## src/rtl/led_right_to_left.sv

```systemverilog
// Right-to-left LED chaser: one lit LED walks LED8[0] -> LED8[7], dwells, then wraps.
// Define LED_FILL_EN for bar-graph fill mode (01, 03, 07 ... FF) with identical timing.
module led_right_to_left #(
  parameter int TICK_DIV = 4,
  parameter int END_HOLD = 2
) (
  input  logic       clk,
  input  logic       reset,
  input  logic       run,
  output logic [7:0] LED8,
  output logic       wrap_pulse,
  output logic [1:0] dbg_state
);

  typedef enum logic [1:0] {
    IDLE  = 2'd0,
    SHIFT = 2'd1,
    HOLD  = 2'd2
  } state_t;

  localparam int DW = $clog2(TICK_DIV);
  localparam int HW = (END_HOLD > 1) ? $clog2(END_HOLD) : 1;
  localparam logic [DW-1:0] DIV_LAST  = DW'(TICK_DIV - 1);
  localparam logic [HW-1:0] HOLD_LAST = HW'(END_HOLD - 1);

`ifdef LED_FILL_EN
  localparam logic       FILL    = 1'b1;
  localparam logic [7:0] END_VAL = 8'hFF;
`else
  localparam logic       FILL    = 1'b0;
  localparam logic [7:0] END_VAL = 8'h80;
`endif

  state_t          state;
  logic [DW-1:0]   div_cnt;
  logic [HW-1:0]   hold_cnt;
  logic            tick;
  logic [7:0]      shifted;

  // The prescaler stalls outright while run is low, so pauses delay every later event.
  assign tick      = run && (div_cnt == DIV_LAST);
  assign shifted   = {LED8[6:0], FILL};
  assign dbg_state = state;

  always_ff @(posedge clk) begin
    if (reset) begin
      state      <= IDLE;
      div_cnt    <= '0;
      hold_cnt   <= '0;
      LED8       <= 8'h00;
      wrap_pulse <= 1'b0;
    end else begin
      wrap_pulse <= 1'b0;
      if (run) begin
        div_cnt <= tick ? '0 : div_cnt + DW'(1);
      end
      if (tick) begin
        case (state)
          IDLE: begin
            state <= SHIFT;
            LED8  <= 8'h01;
          end
          SHIFT: begin
            LED8 <= shifted;
            if (shifted == END_VAL) begin
              state    <= HOLD;
              hold_cnt <= '0;
            end
          end
          HOLD: begin
            if (hold_cnt == HOLD_LAST) begin
              state      <= SHIFT;
              LED8       <= 8'h01;
              wrap_pulse <= 1'b1;
            end else begin
              hold_cnt <= hold_cnt + HW'(1);
            end
          end
          default: begin
            state <= IDLE;
            LED8  <= 8'h00;
          end
        endcase
      end
    end
  end

endmodule

```

## config.mk

```make
export PLATFORM = sky130hd
export DESIGN_NAME = led_right_to_left
export DESIGN_NICKNAME = d
export VERILOG_FILES = /design/src/rtl/led_right_to_left.sv
export SDC_FILE = /design/constraint.sdc
export NUM_CORES = 1
export LEC_CHECK = 0
export ABC_AREA = 1
export CAP_MARGIN = 20
export CORE_UTILIZATION = 46
export DETAILED_ROUTE_END_ITERATION = 10
export GPL_TIMING_DRIVEN = 0
export PLACE_DENSITY = 0.74
export SYNTH_ARGS = -nofsm -noshare
export SYNTH_HDL_FRONTEND = slang
export SYNTH_SLANG_ARGS = --single-unit
```

## constraint.sdc

```tcl
create_clock -name clk -period 1.51 [get_ports clk]
set_clock_uncertainty 0.05 [all_clocks]
set_input_delay 0.3775 -clock clk [delete_from_list [all_inputs] [get_ports clk]]
set_output_delay 0.3775 -clock clk [all_outputs]
set_load 0.02 [all_outputs]
```

==> metrics, run 1 <==
status complete, no violations; clock slew at the register clock pins of the worst setup and hold paths about 80 ps; H-tree depth reported by CTS 1; largest net degree at the start of global routing 11; Die ar. 1510 sq um; Worst-Margin Slew roughly 440 ps; utilization after layout approximately 66%; post-synth cell types 18; Synth area leaders dfxtp_1 (45%), nand2_1 (11%), a21oi_1 (8.0%); CP max stage delay approximately 420 ps; CTS Buf Count 3; initial core utilization between 50% and 60%; Layout Nets just over 100; worst skew pair latency about 280 ps; R2R cell count 7; Root Buffer clkbuf_4; post-route minimum period ~1500 ps; DP HPWL around 840 um; area share of the largest cell type after synthesis between 40% and 50%; critical path class reg -> out; Fmax 684 MHz; Max VDD drop between 0.6 and 0.7 mV; core box area between 1000 and 1500 sq um; Mean Syn Cell Area ~7.9 sq um; # rows 12; Min-Delay Endpoint LED8[7]$_SDFFE_PP0P_; crit path max fanout 4; worst path bufs/invs 1; hold depth 2; Ports 14; 1st-pass router iterations 4; vias in the first global route approximately 480; max-slew violation count 0; clock tree buffer depth 2; post-CTS setup buffer count 0; DR DRC count 0; CP max-delay cell dfxtp_1; remaining global-route overflow 0; power consumption approximately 630 uW; hold_buf cts 0; Port Buffers 13; Sink Count 14; Leak 0.312 nW; Max-Cap Viols 0; RR Startpoint div_cnt[0]$_SDFFE_PP0P_; wire per inst approximately 11 um; min-delay worst type reg -> reg; final hold vios 0; All-Layer GR Usage 20.5%; Worst Path Required 1080 ps; Critical Path Stages 1; area leader, netlist dfxtp_1; Final Wtd Congestion around 0.70; R2R Path End LED8[5]$_SDFFE_PP0P_; vias 524; vias per cell 4.81; CP Data Arrival Time approximately 1000 ps; final wirelength 1160 um; final setup vio count 0; CTS tree yes; layout cell share with drive strength beyond 1 between 10% and 20%; antenna-violating nets left 0; relative max-transition margin 70.4%; crit end category output pin; CP Launch Type flip-flop; DRT iter0 DRCs 12; sequential area share after synthesis 45.0%; worst-path cell chain clkdlybuf4s15_1; setup slack, reg-to-reg between 200 and 300 ps; initial antenna violation count 0; min-delay src LED8[7]$_SDFFE_PP0P_; P&R area growth vs syn 24.7%; Die Wd just under 40 um; syn nets slightly above 80; wire length of the first global-routing pass around 2000 um; Syn Inst Count a little under 80; Mapped Area approximately 620 sq um; Synth Register Bits 14; chip height 38.8 um; Power Density between 800 and 900 nW/um^2; n_diodes 0; CP top delay family flip-flops; Synth Warn # 0; crit share post-route roughly 97%; RSZ-0062 raised after global routing false
-- logic make-up (layout without fill, tap and decap cells) --
logic type,count (synthesis),count (layout),share of synthesized area [%]
AO/OA/AOI/OAI,11,11,9.44
adder cells (fa/ha/maj),1,1,2.01
multiplexers,1,1,1.61
flip-flops,14,14,45.0
buffers and inverters,11,27,7.43
AND/OR/NAND/NOR,40,40,33.1
XOR/XNOR,1,1,1.41
-- state kept, by name, summed over array words and instances (netlist names) --
| signal | flops |
|---|---|
| LED8 | 8 |
| dbg_state | 2 |
| wrap_pulse | 1 |
| div_cnt | 2 |
| hold_cnt | 1 |
-- routing by layer --
metal	track usage [%]	wire length, um	part of all wire [%]	up-vias
met2	30.8	483	42	11
met3	10.4	60	5.2	5
li1	-	-	-	288
met5	0	0	0	-
met1	23.5	586	50	220
met4	10.3	31	2.7	0
-- power by group --
group / switching, mW / leakage [nW] / internal, mW
Combinational: 0.0228 / 0.185 / 0.0174
Clock: 0.112 / 0.0138 / 0.0927
Sequential: 0.00479 / 0.113 / 0.375
Total: 0.140 / 0.312 / 0.486
-- synth_stat cells, drive strengths merged --
cell / instances
a21oi: 11
clkbuf: 1
dfxtp: 14
ha: 1
inv: 10
mux2i: 1
nand2: 23
nand3: 8
nor2: 7
nor3: 2
xnor2: 1
-- stage by stage --
stage	setup TNS (ps)	area [sq um]	cells	hold slack (ps)	worst slack, ps
after floorplan	0	623	79	389	276
after global placement	-1510	771	106	398	-147
after detailed placement	-1780	771	106	413	-184
after CTS	0	779	109	423	5.61
after global routing	0	777	109	439	4.96
final	0	777	109	418	47.5
-- worst max path at each step --
stage | from | endpoint
after floorplan | dbg_state[1]$_SDFFE_PP0P_ | dbg_state[0]$_SDFFE_PP0P_
after global placement | run | dbg_state[0]$_SDFFE_PP0P_
after detailed placement | run | LED8[5]$_SDFFE_PP0P_
after CTS | dbg_state[1]$_SDFFE_PP0P_ | dbg_state[1]
after global routing | dbg_state[0]$_SDFFE_PP0P_ | dbg_state[0]
final | dbg_state[0]$_SDFFE_PP0P_ | dbg_state[0]
-- cell usage in the layout, fill, tap and decap left out --
cell,instances
a21oi_1,10
nand2_4,1
nor2_4,2
inv_2,3
inv_1,6
dlygate4sd2_1,9
xnor2_1,1
nand2_1,19
nand2_2,2
clkbuf_4,3
inv_6,1
mux2i_1,1
ha_1,1
a21oi_2,1
nor2_1,5
nor3_1,2
nand2_8,1
clkdlybuf4s15_1,1
clkbuf_1,1
clkdlybuf4s50_1,2
clkbuf_2,1
dfxtp_1,14
nand3_1,8
-- repair_timing --
item,CTS,global route
gates cloned,0,0
endpoints found under the setup margin,11,2
gates resized for setup,11,3
-- layout make-up --
| type | instances | area (sq um) |
|---|---|---|
| multi-input combinational | 54 | 297 |
| buffer | 1 | 3.75 |
| tap | 14 | 17.5 |
| timing repair buffer | 13 | 114 |
| clock buffer | 3 | 22.5 |
| fill | 119 | 409 |
| inverter | 10 | 42.5 |
| sequential | 14 | 280 |
No activity file was read; power rests on OpenSTA's default activity.
==> run 2: changes to the inputs <==
--- a/config.mk
+++ b/config.mk
@@ -10,7 +10,7 @@
 export CORE_UTILIZATION = 46
 export DETAILED_ROUTE_END_ITERATION = 10
 export GPL_TIMING_DRIVEN = 0
-export PLACE_DENSITY = 0.74
+export PLACE_DENSITY = 0.75
 export SYNTH_ARGS = -nofsm -noshare
 export SYNTH_HDL_FRONTEND = slang
 export SYNTH_SLANG_ARGS = --single-unit
==> run 2 against run 1 <==
- utilization fell by 0.42 points
- worst hold slack got worse by 2.6 ps
- routed wire length fell by 1.6%
- combinational power fell by 3%
- power fell by 0.93%
- global-route usage fell by 1.3 points
- via count rose by 1.1%
- first-iteration DRC count fell by 33%
- clock-buffer cell count did not move
- non-clock buffer count did not move
- critical path depth did not move
- critical path type unchanged
==> metrics, run 2 (synthesized netlist as in run 1, its figures left out) <==
status complete, no violations; setup TNS 0 ps; relative max-transition margin between 60% and 70%; DP HPWL about 840 um; dpl ws -165 ps; worst skew pair latency roughly 270 ps; layout cell share with drive strength beyond 1 between 10% and 20%; clock tree buffer depth 2; max reg flops 8; Max VDD drop roughly 0.62 mV; min-delay worst type reg -> reg; final setup vio count 0; CP Launch Type flip-flop; CTS Buf Count 3; Final Wtd Congestion roughly 0.7; most common cell after layout, fill and taps aside nand2_1; initial core utilization a little over half; hold_buf cts 0; vias per cell around 4.9; CP top delay family flip-flops; Sink Count 14; Power Density around 800 nW/um^2; Fmax approximately 690 MHz; wire length of the first global-routing pass approximately 1900 um; antenna-violating nets left 0; clock slew at the register clock pins of the worst setup and hold paths roughly 80 ps; Worst Path Required approximately 1100 ps; Port Buffers 13; crit path max fanout 4; Layout Nets 101; DR DRC count 0; All-Layer GR Usage 19.2%; # rows 12; largest net degree at the start of global routing 11; final wirelength between 1000 and 1500 um; CTS tree yes; Root Buffer clkbuf_4; wire per inst 10.5 um; DRT iter0 DRCs 8; Max-Cap Viols 0; worst-path cell chain dlygate4sd2_1; Leak between 0.3 and 0.4 nW; core box area between 1000 and 1500 sq um; vias in the first global route about 450; RSZ-0062 raised after global routing false; post-route minimum period 1450 ps; H-tree depth reported by CTS 1; setup ws final roughly 65 ps; n_diodes 0; CP max-delay cell dfxtp_1; CP max stage delay 380 ps; chip height between 30 and 40 um; final-layout fill cell count ~120; final hold vios 0; max-slew violation count 0; Ports 14; register name with the most flops LED8; Worst-Margin Slew between 400 and 500 ps; critical path class reg -> out; crit end category output pin; Die Wd between 30 and 40 um; area of the multi-input gates about 300 sq um; 1st-pass router iterations 3; vias 530; crit share post-route between 90% and 100%; initial antenna violation count 0; register area roughly 280 sq um; P&R area growth vs syn 23.9%; remaining global-route overflow 0; worst path bufs/invs 1; commonest cells after routing, fill and taps aside nand2_1 (19), dfxtp_1 (14), a21oi_1 (10); Die ar. 1510 sq um; CP Data Arrival Time between 1000 and 1500 ps
-- run 2: final cells by class --
class | instances | area share, %
multi-input combinational | 54 | 38.4
sequential | 14 | 36.3
timing repair buffer | 13 | 14.1
inverter | 10 | 5.51
clock buffer | 3 | 2.92
tap | 14 | 2.27
buffer | 1 | 0.486
-- run 2: metrics by stage --
step           utilization [%]  hold slack [ps]  std cells  cell area [sq um]  power [mW]
2_1_floorplan                -              389         79                623       0.413
3_3_place_gp              65.0              397        106                771       0.428
3_5_place_dp              65.0              408        106                771       0.429
4_1_cts                   65.7              420        109                779       0.628
5_1_grt                   65.1              443        109                772       0.660
6_report                  65.1              415        109                772       0.619
-- run 2: worst register-to-register path: cells and delay by family, from the launching register on --
family / cells / cell delay, ps
fa+ha+maj: 1 / 150
buf+inv: 2 / 220
flops: 1 / 360
compound gates: 1 / 150
simple gates: 3 / 230
-- run 2: per-layer routing --
layer	track usage, %	routed length, um	up-vias	part of all wire (%)
li1	-	-	286	-
met1	22.6	568	232	50
met2	31.3	503	10	44
met3	10.4	63	2	5.5
met4	2.59	8	0	0.70
met5	0	0	-	0
-- run 2: path summary, 6_finish.rpt --
kind	startpoint	end	slack [ps]	cells past startpoint
max reg2reg	div_cnt[0]$_SDFFE_PP0P_	LED8[5]$_SDFFE_PP0P_	270	7
min	hold_cnt$_SDFFE_PP0P_	hold_cnt$_SDFFE_PP0P_	420	2
min reg2reg	hold_cnt$_SDFFE_PP0P_	hold_cnt$_SDFFE_PP0P_	420	2
max	LED8[3]$_SDFFE_PP0P_	LED8[3]	60	1
-- run 2: timing repair --
item / in CTS / in global routing
endpoints found under the hold margin: 0 / 0
gates resized for setup: 11 / 4
buffers inserted: 0 / 0
gates cloned: 0 / 0
setup endpoints to repair: 11 / 2
pin swaps: 0 / 0
-- run 2: power breakdown --
part / total [mW] / switching, mW / internal, mW
Sequential: 0.380 / 0.00498 / 0.375
Combinational: 0.0389 / 0.0221 / 0.0168
Clock: 0.200 / 0.108 / 0.0923
==> run 3: changes to the inputs <==
==> constraint.sdc (replaced) <==
create_clock -name clk -period 1.51 [get_ports clk]
set_clock_uncertainty 0.05 [all_clocks]
set_input_delay 0.3775 -clock clk [delete_from_list [all_inputs] [get_ports clk]]
set_output_delay 0.3775 -clock clk [all_outputs]
set_load 0.01 [all_outputs]
==> run 3 against run 2 <==
- via count unchanged
- non-clock buffer count did not move
- die area stayed put
- sequential cell count is the same
==> metrics, run 3 (synthesized netlist as in run 1, its figures left out) <==
largest net degree at the start of global routing 11; CP Data Arrival Time between 900 and 1000 ps; CTS tree yes; wire length of the first global-routing pass between 1500 and 2000 um; relative max-transition margin ~70%; Layout Nets between 100 and 150; final hold vios 0; register area ~280 sq um; Sink Count 14; RSZ-0062 raised after global routing false; 1st-pass router iterations 4; crit end category output pin; Final Non-Filler Cells around 110; register name with the most flops LED8; Power Density ~800 nW/um^2; dpl cells around 110; R2R cell count 7; chip height roughly 39 um; hold depth 2; WHS around 420 ps; min-delay worst type reg -> reg; final-layout fill cell count 120; P&R area growth vs syn 25.5%; Ports 14; Die Wd between 30 and 40 um; Fmax 725 MHz; CP max-delay cell dfxtp_1; crit path max fanout 4; # rows 12; Die ar. ~1500 sq um; DR DRC count 0; Leak between 0.3 and 0.4 nW; vias between 500 and 600; max reg flops 8; DP HPWL 842 um; worst skew pair latency roughly 270 ps; utilization after layout between 60% and 70%; Worst-Margin Slew around 450 ps; critical path class reg -> out; CP Launch Type flip-flop; min-delay src hold_cnt$_SDFFE_PP0P_; worst-path cell chain dlygate4sd2_1; vias in the first global route approximately 450; DRT iter0 DRCs 8; clock slew at the register clock pins of the worst setup and hold paths approximately 80 ps; final setup vio count 0; Critical Path Stages 1; most common cell after layout, fill and taps aside nand2_1; n_diodes 0; Final Wtd Congestion approximately 0.7; clock tree buffer depth 2; area of the multi-input gates approximately 300 sq um; All-Layer GR Usage approximately 19%; status complete, no violations; Worst Path Required roughly 1100 ps; crit path from LED8[3]$_SDFFE_PP0P_; H-tree depth reported by CTS 1; CP max stage delay between 300 and 400 ps; initial core utilization a little over half; setup TNS 0 ps; initial antenna violation count 0; worst path bufs/invs 1; CTS Buf Count 3; CP top delay family flip-flops; Port Buffers 13; core box area 1190 sq um; Max-Cap Viols 0; Root Buffer clkbuf_4; post-route minimum period about 1400 ps; max-slew violation count 0; layout cell share with drive strength beyond 1 between 10% and 20%; antenna-violating nets left 0; final wirelength approximately 1100 um; vias per cell between 4 and 5; wire per inst ~10 um; Max VDD drop roughly 0.62 mV; crit share post-route between 90% and 100%; RR Startpoint div_cnt[0]$_SDFFE_PP0P_; remaining global-route overflow 0; commonest cells after routing, fill and taps aside nand2_1 (19), dfxtp_1 (12), dlygate4sd2_1 (11)
run 3: cell count changes in the layout (fill, tap and decap cells not counted):
cell and change:
dfxtp_1 -2, clkbuf_2 -2, dlygate4sd2_1 +2, dfxtp_2 +2
run 3: path summary, 6_finish.rpt:
path / to / slack (ps)
setup reg to reg: LED8[5]$_SDFFE_PP0P_ / 270
hold reg to reg: hold_cnt$_SDFFE_PP0P_ / 420
setup / recovery: LED8[3] / 130
hold / removal: hold_cnt$_SDFFE_PP0P_ / 420
run 3: what timing repair did:
item | in CTS | in global routing
hold buffers | 0 | 0
gates resized for setup | 13 | 0
hold endpoints to repair | 0 | 0
setup buffers | 0 | 0
setup endpoints to repair | 11 | 0
run 3: metrics by stage:
| step | worst slack [ps] | power (mW) | instance area (sq um) |
|---|---|---|---|
| 3_5_place_dp | -165 | 0.428 | 771 |
| 6_report | 130 | 0.619 | 782 |
| 2_1_floorplan | 355 | 0.413 | 623 |
| 4_1_cts | 120 | 0.627 | 782 |
| 3_3_place_gp | -148 | 0.427 | 771 |
| 5_1_grt | 47.2 | 0.659 | 782 |
run 3: routing by layer:
layer | up-vias | global-route usage (%) | routed length (um)
met4 | 0 | 2.59 | 8
met3 | 2 | 10.4 | 65
li1 | 286 | - | -
met1 | 232 | 22.6 | 560
met2 | 10 | 31.3 | 506
met5 | - | 0 | 0
run 3: final cells by class:
cell class	count	area share (%)
buffer	1	0.480
timing repair buffer	13	14.9
sequential	14	36.2
clock buffer	3	2.88
multi-input combinational	54	37.9
tap	14	2.24
inverter	10	5.44
run 3: power by group:
part	internal (mW)	leakage (nW)	switching (mW)	total [mW]
combinational	0.0170	0.193	0.0211	0.0381
clock	0.0923	0.0138	0.108	0.200
sequential	0.375	0.114	0.00491	0.380
total	0.485	0.321	0.134	0.619
